===== config.mk =====
export PLATFORM = sky130hd
export DESIGN_NAME = cpu_mem_arbiter
export DESIGN_NICKNAME = d
export VERILOG_FILES = /design/src/rtl/cpu_mem_arbiter_pkg.sv /design/src/rtl/cpu_mem_arbiter.sv
export SDC_FILE = /design/constraint.sdc
export NUM_CORES = 1
export LEC_CHECK = 0
export BUFFER_PORTS_ARGS = -buffer_cell sky130_fd_sc_hd__buf_2
export CORE_MARGIN = 10
export CORE_UTILIZATION = 40
export CTS_BUF_LIST = sky130_fd_sc_hd__clkbuf_2 sky130_fd_sc_hd__clkbuf_4 sky130_fd_sc_hd__clkbuf_8
export DETAILED_ROUTE_END_ITERATION = 10
export GPL_ROUTABILITY_DRIVEN = 0
export PLACE_DENSITY = 0.7
export RECOVER_POWER = 25
export SYNTH_ARGS = -nofsm -noshare
export SYNTH_HDL_FRONTEND = slang
export SYNTH_SLANG_ARGS = --single-unit

===== constraint.sdc =====
create_clock -name clk -period 2.4 [get_ports clk]
set_clock_uncertainty 0.15 [all_clocks]
set_input_delay 0.48 -clock clk [delete_from_list [all_inputs] [get_ports clk]]
set_output_delay 0.48 -clock clk [all_outputs]
set_load 0.1 [all_outputs]

===== src/rtl/cpu_mem_arbiter_pkg.sv =====
// Shared types for the CPU memory arbiter: machine word and arbiter FSM states.
package cpu_mem_arbiter_pkg;

   typedef logic [15:0] lc3b_word;

   localparam int WORD_WIDTH = $bits(lc3b_word);

   typedef enum logic [1:0] {
      IDLE   = 2'd0,
      I_BUSY = 2'd1,
      D_BUSY = 2'd2,
      DONE   = 2'd3
   } lc3b_arb_state;

endpackage


===== src/rtl/cpu_mem_arbiter.sv =====
// Serialises instruction-fetch and data ports onto one non-pipelined memory port.
// Define CPU_ARB_RR_EN for round-robin on simultaneous requests; otherwise data wins.
module cpu_mem_arbiter
   import cpu_mem_arbiter_pkg::*;
#(
   parameter int WIDTH = WORD_WIDTH
) (
   input  logic             clk,
   input  logic             rst_n,
   input  logic             i_req,
   input  logic [WIDTH-1:0] i_addr,
   output logic [WIDTH-1:0] i_rdata,
   output logic             i_resp,
   input  logic             d_req,
   input  logic             d_we,
   input  logic [WIDTH-1:0] d_addr,
   input  logic [WIDTH-1:0] d_wdata,
   input  logic [1:0]       d_mbe,
   output logic [WIDTH-1:0] d_rdata,
   output logic             d_resp,
   output logic             mem_read,
   output logic             mem_write,
   output logic [WIDTH-1:0] mem_address,
   output logic [WIDTH-1:0] mem_wdata,
   output logic [1:0]       mem_byte_enable,
   input  logic [WIDTH-1:0] mem_rdata,
   input  logic             mem_resp
);

   lc3b_arb_state    state_reg, state_next;
   logic [WIDTH-1:0] addr_reg, wdata_reg, i_rdata_reg, d_rdata_reg;
   logic [1:0]       mbe_reg;
   logic             we_reg, served_d_reg, keep_reg;
   logic             grant_i, grant_d;
`ifdef CPU_ARB_RR_EN
   logic             last_grant_reg;   // 1 = data served last
`endif

   always_ff @(posedge clk or negedge rst_n) begin
      if (!rst_n) begin
         state_reg    <= IDLE;
         addr_reg     <= '0;
         wdata_reg    <= '0;
         mbe_reg      <= 2'b00;
         we_reg       <= 1'b0;
         served_d_reg <= 1'b0;
         keep_reg     <= 1'b0;
         i_rdata_reg  <= '0;
         d_rdata_reg  <= '0;
`ifdef CPU_ARB_RR_EN
         last_grant_reg <= 1'b0;
`endif
      end else begin
         state_reg <= state_next;
         case (state_reg)
            IDLE: begin
               if (grant_d) begin
                  addr_reg     <= d_addr;
                  wdata_reg    <= d_wdata;
                  we_reg       <= d_we;
                  mbe_reg      <= d_we ? d_mbe : 2'b11;
                  served_d_reg <= 1'b1;
                  keep_reg     <= 1'b1;
               end else if (grant_i) begin
                  addr_reg     <= i_addr;
                  we_reg       <= 1'b0;
                  mbe_reg      <= 2'b11;
                  served_d_reg <= 1'b0;
                  keep_reg     <= 1'b1;
               end
`ifdef CPU_ARB_RR_EN
               if (grant_d || grant_i)
                  last_grant_reg <= grant_d;
`endif
            end
            // A dropped request (pipeline flush) only suppresses the response pulse
            I_BUSY: begin
               if (!i_req)
                  keep_reg <= 1'b0;
               if (mem_resp)
                  i_rdata_reg <= mem_rdata;
            end
            D_BUSY: begin
               if (!d_req)
                  keep_reg <= 1'b0;
               if (mem_resp && !we_reg)
                  d_rdata_reg <= mem_rdata;
            end
            default: ;
         endcase
      end
   end

   always_comb begin
      state_next      = state_reg;
      grant_i         = 1'b0;
      grant_d         = 1'b0;
      mem_read        = 1'b0;
      mem_write       = 1'b0;
      mem_address     = addr_reg;
      mem_wdata       = wdata_reg;
      mem_byte_enable = mbe_reg;
      i_resp          = 1'b0;
      d_resp          = 1'b0;
      i_rdata         = i_rdata_reg;
      d_rdata         = d_rdata_reg;

      case (state_reg)
         IDLE: begin
`ifdef CPU_ARB_RR_EN
            if (d_req && i_req) begin
               grant_d = ~last_grant_reg;
               grant_i = last_grant_reg;
            end else begin
               grant_d = d_req;
               grant_i = i_req;
            end
`else
            grant_d = d_req;
            grant_i = i_req & ~d_req;
`endif
            if (grant_d)
               state_next = D_BUSY;
            else if (grant_i)
               state_next = I_BUSY;
         end
         I_BUSY: begin
            mem_read = 1'b1;
            if (mem_resp)
               state_next = DONE;
         end
         D_BUSY: begin
            mem_read  = ~we_reg;
            mem_write = we_reg;
            if (mem_resp)
               state_next = DONE;
         end
         DONE: begin
            i_resp     = keep_reg & ~served_d_reg;
            d_resp     = keep_reg & served_d_reg;
            state_next = IDLE;
         end
         default: state_next = IDLE;
      endcase
   end

endmodule

==> out/qor.csv <==
metric,value,unit
path_max_fanout,4,
clock_sinks,71,
grt_pass1_vias,2571,
slew_violations,0,
hold_path.class,in2reg,
cts_buffers,9,
seq_area_frac_synth,0.5887,
grt_start_max_net_pins,38,
cts.path.max_buffers,2,
crit_chain,inv_1 > ha_1 > and2_1 > buf_2,
detail_route.wl_per_cell,16.59,µm
grt_pass1_wl,12800,µm
finalSetupViolCount,0,
slew_headroom,0.05936,
crit_path_end_kind,primary output,
die_w,106.9,µm
area_growth,34.45,%
root_buffer,clkbuf_8,
dr.pass1.iters,4,
design_area,4058,µm²
status,"finished, final reports clean",
vias_per_cell,4.758,
finalNetCount,453,
finalSetupTns,0,ns
insertion_delay,0.33,ns
initial_core_util,0.4139,
netlist-cell-type-count,24,
rsz0062_at_grt,false,
htreeDepth,3,
critPathKind,reg2out,
synth_fp_nets,308,
critPathArrivalTime,1.63,ns
timing.fmax,0.4421,GHz
tightest_slew,1.411,ns
clk_pin_slew,0.08,ns
avgSynthCellArea,13.06,µm²
start_kind,flip-flop,
coreArea,7292,µm²
synthCells,231,
slowest_stage,buf_2,
wirelength,7961,µm
cts_tree,yes,
synth-seq-cells,71,
yosysWarnings,0,
drc,0,
critPathMaxStageDelay,0.43,ns
grt_overflow,0,
portBuffers,141,
timing.final.crit_share,0.9425,
post-cts-setup-buffer-count,0,
dieArea,11420,µm²
dpl_cell_area,3862,µm²
antenna_found_initial,0,
via_count,2284,
worstPathRequired,1.77,ns
n_antenna_cell,0,
period_minus_slack,2.262,ns
ioPinCount,142,
drive_above_1_share,0.5643,
grt_use_total,0.1390,
netlist_area,3018,µm²
die_h,106.9,µm
drtIter0Drc,56,
hold_violations,0,
dp_hpwl,6255,µm
ant_nets,0,
fp-row-count,31,
cap_violations,0,
cells by family (layout without fill, tap and decap cells):
logic type,after synthesis,in the layout,share of synthesized area
muxes,51,51,0.1891
buffers and inverters,16,166,0.02612
DFF,71,71,0.5887
and+or+nand+nor,62,62,0.1024
adders and majority gates,5,5,0.02073
AOI/OAI and AO/OA,26,26,0.07297
per-layer routing:
metal / up-vias / track usage / wire [µm]
met5: - / 0 / 0
met4: 0 / 0.06093 / 126
met3: 10 / 0.04491 / 547
met2: 70 / 0.2450 / 4164
met1: 1106 / 0.1492 / 3123
li1: 1098 / - / -
path summary, 6_finish.rpt:
check / start / to / slack, ns / depth (start not counted)
max: state_reg[0] / mem_write / 0.14 / 4
min: d_wdata[13] / mem_wdata[13] / 0.23 / 2
max reg2reg: state_reg[0] / keep_reg / 0.47 / 5
min reg2reg: mem_byte_enable[1] / mem_byte_enable[1] / 0.34 / 1
max in group asynchronous: rst_n / i_rdata[6] / 0.41 / 2
min in group asynchronous: rst_n / mem_address[14] / 0.85 / 2
critical path: cells and delay by family (launching register included):
kind,cells,cell delay (ns)
buf+inv,2,0.55
fa+ha+maj,1,0.21
simple gates,1,0.15
flops,1,0.40
area by class of cell:
cell class	count	area, µm²
fillers	685	3234
flip-flops and latches	71	1777
multi-input cells	144	1170
repair buffers	147	792.0
clock buffers	11	151.4
well taps	99	123.9
clock inverters	5	32.53
inverters	3	11.26
Yosys cell counts:
master | n | area share
or4b_1 | 1 | 0.0033
nor2_1 | 4 | 0.0050
ha_1 | 5 | 0.021
o22a_1 | 2 | 0.0058
nand2_2 | 2 | 0.0041
buf_6 | 1 | 0.0037
a22o_1 | 20 | 0.058
buf_2 | 6 | 0.010
nand3b_1 | 13 | 0.032
o21ai_2 | 1 | 0.0029
clkbuf_1 | 4 | 0.0050
inv_1 | 3 | 0.0037
nand2_1 | 34 | 0.042
nor2b_1 | 3 | 0.0062
o21ai_0 | 2 | 0.0033
nand3_1 | 3 | 0.0050
and3_1 | 1 | 0.0021
mux2i_1 | 3 | 0.010
buf_1 | 1 | 0.0012
dfrtp_1 | 71 | 0.59
mux2_2 | 48 | 0.18
and2_1 | 1 | 0.0021
buf_4 | 1 | 0.0025
a2bb2oi_1 | 1 | 0.0029
timing repair:
| action | in CTS | in global routing |
|---|---|---|
| setup endpoints to repair | 0 | 1 |
| resized for setup | 0 | 1 |
| hold buffers | 1 | 0 |
| endpoints found under the hold margin | 12 | 0 |
per-stage QoR:
stage | utilization | cells | hold slack, ns | worst slack [ns]
6_report | 0.5565 | 480 | 0.2267 | 0.1379
5_1_grt | 0.5565 | 480 | 0.2146 | 0.04628
4_1_cts | 0.5563 | 480 | 0.2123 | 0.08543
3_5_place_dp | 0.5297 | 463 | 0.3285 | 0.4409
3_3_place_gp | 0.5297 | 463 | 0.3196 | 0.4837
2_1_floorplan | - | 231 | 0.03441 | 0.08288
placed cells by master, fill, tap and decap left out:
| master | count |
|---|---|
| buf_2 | 139 |
| dfrtp_1 | 71 |
| mux2_2 | 48 |
| nand2_1 | 34 |
| a22o_1 | 20 |
| nand3b_1 | 13 |
| clkbuf_8 | 11 |
| ha_1 | 5 |
| inv_1 | 3 |
| nand3_1 | 3 |
| mux2i_1 | 3 |
| clkinvlp_4 | 3 |
| buf_12 | 3 |
| buf_4 | 3 |
| nor2_1 | 2 |
| nor2_2 | 2 |
| nand2_2 | 2 |
| nor2b_1 | 2 |
| o22a_1 | 2 |
| o21ai_0 | 2 |
| clkinv_2 | 2 |
| nor2b_2 | 1 |
| and2_1 | 1 |
| and3_1 | 1 |
| a2bb2oi_1 | 1 |
| o21ai_2 | 1 |
| or4b_1 | 1 |
| dlygate4sd3_1 | 1 |
| clkbuf_1 | 1 |
Power is left out: the tool's default activity adds up to more than one toggle a clock period on the data nets, which glitch-free logic cannot reach.
